===== src/rtl/spi_three_wire.sv =====
// Control FSM for a 3-wire SPI master: sequences load/shift/done and gates SPC.
// Optional BUSY output is enabled by defining SPI_THREE_WIRE_BUSY_EN.
module spi_three_wire #(
    parameter int CNT_W    = 4,
    parameter int LAST_BIT = 15
) (
    input  logic             CLK,
    input  logic             reset,
    input  logic             GO,
    input  logic [CNT_W-1:0] bitcount,
    output logic             SCLK,
    output logic             bitcountEN,
    output logic             rstbitcount,
    output logic             LDEN,
    output logic             SHEN,
    output logic             SCEN,
    output logic             ORDY,
`ifdef SPI_THREE_WIRE_BUSY_EN
    output logic             BUSY,
`endif
    output logic             SPC
);

    typedef enum logic [1:0] {
        IDLE  = 2'd0,
        LOAD  = 2'd1,
        SHIFT = 2'd2,
        DONE  = 2'd3
    } state_t;

    typedef struct packed {
        logic rstbitcount;
        logic bitcounten;
        logic lden;
        logic shen;
        logic scen;
        logic ordy;
`ifdef SPI_THREE_WIRE_BUSY_EN
        logic busy;
`endif
    } ctrl_t;

    localparam logic [CNT_W-1:0] LAST_CNT = CNT_W'(LAST_BIT);

    state_t state;
    ctrl_t  ctrl;

    // Moore decode of the state being entered, so outputs come straight from flops.
    function automatic ctrl_t decode(input state_t s);
        ctrl_t c;
        c             = '0;
        c.rstbitcount = (s == IDLE) || (s == LOAD);
        c.lden        = (s == LOAD);
        c.shen        = (s == SHIFT);
        c.scen        = (s == SHIFT);
        c.bitcounten  = (s == SHIFT);
        c.ordy        = (s == DONE);
`ifdef SPI_THREE_WIRE_BUSY_EN
        c.busy        = (s != IDLE);
`endif
        return c;
    endfunction

    // NOTE: state and output flops use non-blocking assignments so every
    // register samples the pre-edge values; blocking here would create races.
    always_ff @(posedge CLK) begin
        if (reset) begin
            state <= IDLE;
            ctrl  <= decode(IDLE);
        end else begin
            unique case (state)
                IDLE: begin
                    if (GO) begin
                        state <= LOAD;
                        ctrl  <= decode(LOAD);
                    end else begin
                        state <= IDLE;
                        ctrl  <= decode(IDLE);
                    end
                end
                LOAD: begin
                    state <= SHIFT;
                    ctrl  <= decode(SHIFT);
                end
                SHIFT: begin
                    if (bitcount == LAST_CNT) begin
                        state <= DONE;
                        ctrl  <= decode(DONE);
                    end else begin
                        state <= SHIFT;
                        ctrl  <= decode(SHIFT);
                    end
                end
                DONE: begin
                    state <= IDLE;
                    ctrl  <= decode(IDLE);
                end
                default: begin
                    state <= IDLE;
                    ctrl  <= decode(IDLE);
                end
            endcase
        end
    end

    assign rstbitcount = ctrl.rstbitcount;
    assign bitcountEN  = ctrl.bitcounten;
    assign LDEN        = ctrl.lden;
    assign SHEN        = ctrl.shen;
    assign SCEN        = ctrl.scen;
    assign ORDY        = ctrl.ordy;
`ifdef SPI_THREE_WIRE_BUSY_EN
    assign BUSY        = ctrl.busy;
`endif

    // SCEN only moves on the rising edge while CLK is high, so the gate cannot glitch SPC low.
    assign SCLK = CLK;
    assign SPC  = SCEN ? SCLK : 1'b1;

endmodule


===== config.mk =====
export PLATFORM = sky130hd
export DESIGN_NAME = spi_three_wire
export DESIGN_NICKNAME = d
export VERILOG_FILES = /design/src/rtl/spi_three_wire.sv
export SDC_FILE = /design/constraint.sdc
export NUM_CORES = 1
export LEC_CHECK = 0
export CORE_AREA = 10 10 47 49
export DETAILED_ROUTE_END_ITERATION = 10
export DIE_AREA = 0 0 57 59
export SLEW_MARGIN = 10
export SYNTH_ARGS = -nofsm -noshare
export SYNTH_HDL_FRONTEND = slang
export SYNTH_SLANG_ARGS = --single-unit

===== constraint.sdc =====
create_clock -name CLK -period 1.5 [get_ports CLK]
set_input_delay 0.45 -clock CLK [delete_from_list [all_inputs] [get_ports CLK]]
set_output_delay 0.45 -clock CLK [all_outputs]
set_load 0.02 [all_outputs]

# Word-level counts from Yosys, hierarchy flattened
# Index checks and enable logic that the tools add are counted.
# W data, S select, Z words.
[op_classes]
n_eq_ne = 4
n_mux = 7
reduce_logical = 1
[ops]
columns = ["cell", "n"]
rows = [
  ["$pmux W6 S4", 1],
  ["$pmux W2 S4", 1],
  ["$mux W5", 1],
  ["$eq A2 B2 Y1 const B", 2],
  ["$eq A4 B4 Y1 const B", 1],
  ["$mux W4", 1],
  ["$mux W1", 3],
  ["$eq A2 B1 Y1 const B", 1],
  ["$logic_not A2 Y1", 1],
]
[totals]
output_inout_bits = 8
input_bits = 7
elab_cells = 19
regBits = 8

# Depth between registers and ports, before layout
[depth]
word_depth = 3
mapped_depth = 4
mapped_depth_nobuf = 4

==> metrics.md <==
| Metric | Value |
|---|---|
| First-pass GRT wire length | `1.12 mm` |
| Hold Vio Cnt, Final | `0` |
| Vias in the first global route | `286` |
| Status | `finished with violations` |
| Nature of the critical path endpoint | `output port` |
| Seq/Total Area, Yosys | `0.495` |
| Synth unique cells | `12` |
| Worst-margin pin slew | `210 ps` |
| Syn_nets | `34` |
| Gpl congestion | `0.638` |
| Yosys Warn Count | `0` |
| Worst path bufs/invs | `3` |
| Max-slew violations | `0` |
| DRT Wirelength | `640 µm` |
| Cells after Synth | `25` |
| Initial DRC count | `6` |
| LEAKAGE | `0.000222 µW` |
| Fillers | `163` |
| Clk slew on worst S/H paths | `40 ps` |
| Arrival time at the worst endpoint | `1210 ps` |
| Layout area overhead | `96.9%` |
| Overall Power | `968 µW` |
| Worst skew pair latency | `350 ps` |
| Worst Setup Start Kind | `clock port` |
| Register bit total from synthesis | `6` |
| Final ANT Viol Nets | `0` |
| Failing checks | `setup timing` |
| Worst slew margin | `0.861` |
| RSZ-0062 raised after global routing | `true` |
| Crit path top cell by count | `buf_8` |
| Placement Setup Slack | `-337 ps` |
| Slowest cell delay on critical path | `120 ps` |
| Die Y | `59 µm` |
| Share of layout cells above drive strength 1 | `0.333` |
| Power per cell area | `2020 nW/µm²` |
| Crit path max fanout | `2` |
| Most frequent cells in the layout | `6 x clkdlybuf4s50_1, 5 x dfxtp_1, 4 x inv_1, 4 x clkbuf_4` |
| TritonCTS clock tree | `built` |
| Setup violators final | `2` |
| # DRC | `0` |
| Setup ws final | `-159 ps` |
| Vias post-DR | `232` |
| Commonest non-fill, non-tap cell in the layout | `clkdlybuf4s50_1` |
| Critical-path cell list | `buf_8 > buf_8 > nand2b_4 > buf_6` |
| Critical Path Slowest Stage Cell | `nand2b_4` |
| Peak VDD IR | `0.00138 V` |
| Largest net degree at the start of global routing | `7` |
| Rows | `14` |
| DR pass1 iterations | `3` |
| Final setup skew | `3.25 ps` |
| Die ar. | `3360 µm²` |
| Final setup TNS | `-293 ps` |
| Core Box Area | `1400 µm²` |
| Fin nets | `55` |
| Min-Delay Path Class | `reg -> reg` |
| GRT Residual Overflow | `0` |
| Vias per cell | `3.80` |
| Diode count | `0` |
| Die Span X | `57 µm` |
| Port Buffers | `14` |
| WP data required | `1050 ps` |
| GR Util All Layers | `0.0519` |
| Max-cap violations | `0` |
| Critical path class | `clk -> out` |
| Initial antenna violation count | `0` |
| Mapped Area | `243 µm²` |
| I/O pin cnt | `15` |
| Post-Syn Area per Cell | `9.71 µm²` |
| Delay-heaviest family, CP | `buffers and inverters` |
| Starting Density | `0.173` |
| Wirelength per Cell | `10.5 µm` |
## where the power goes
group          switching [µW]  internal [µW]  total [µW]
clock network             202            522         723
logic                    31.1           33.6        64.7
registers                7.26            172         180
## logic make-up after synthesis
kind of cell / after synthesis / share of synthesized area
simple gates: 8 / 0.180
flops: 6 / 0.495
buf+inv: 7 / 0.155
compound gates: 2 / 0.0670
fa+ha+maj: 2 / 0.103
## cell type report
type / instances / area [µm²] / area share
inverters: 4 / 15.0 / 0.0314
well taps: 16 / 20.0 / 0.0419
repair buffers: 12 / 108 / 0.225
clock buffers: 11 / 121 / 0.254
multi-input cells: 12 / 92.6 / 0.194
flip-flops and latches: 6 / 121 / 0.254
## what timing repair did
| action | in CTS | in global routing |
|---|---|---|
| setup endpoints to repair | 9 | 3 |
| hold buffers | 0 | 0 |
| pin swaps | 0 | 0 |
| setup buffers | 0 | 1 |
| gates resized for setup | 29 | 4 |
| endpoints found under the hold margin | 0 | 0 |
## cell usage after synthesis, drive strengths merged
cell	number	area share
nor3b	1	0.031
o22ai	1	0.026
inv	4	0.062
nor2	2	0.031
nand4	1	0.026
nor2b	1	0.026
a41o	1	0.041
nand2b	2	0.052
dfxtp	6	0.49
nand2	1	0.015
ha	2	0.10
buf	3	0.093
## worst register-to-register path, cell delays in order, from the launching register on
cell and delay [ps]:
dfxtp_1 370, inv_1 60, ha_1 260, nor2b_1 150, inv_1 50
## worst paths after layout
| kind | cells after the start | to | slack, ps | start |
|---|---|---|---|---|
| setup / recovery | 4 | SPC | -160 | CLK |
| hold / removal | 1 | bitcountEN | 570 | state[1] |
| setup reg to reg | 4 | rstbitcount | 510 | state[1] |
| hold reg to reg | 1 | bitcountEN | 570 | state[1] |
## state kept, by name, summed over array words and instances, names as in the netlist
signal       count
state            2
LDEN             1
ORDY             1
bitcountEN       1
rstbitcount      1
## stage by stage
stage	instance area (µm²)	utilization	hold WS (ps)	cells
after global routing	478	0.341	623	61
final	478	0.341	567	61
after detailed placement	380	0.271	563	52
after CTS	459	0.328	574	60
after global placement	380	0.271	552	52
after floorplan	243	-	522	25
## layer usage
metal  global-route usage  wire, µm
met5                    0         0
met4               0.0436         0
met3               0.0987       105
met2               0.0589       342
met1               0.0274       191
Power figures use the tool's default switching activity.
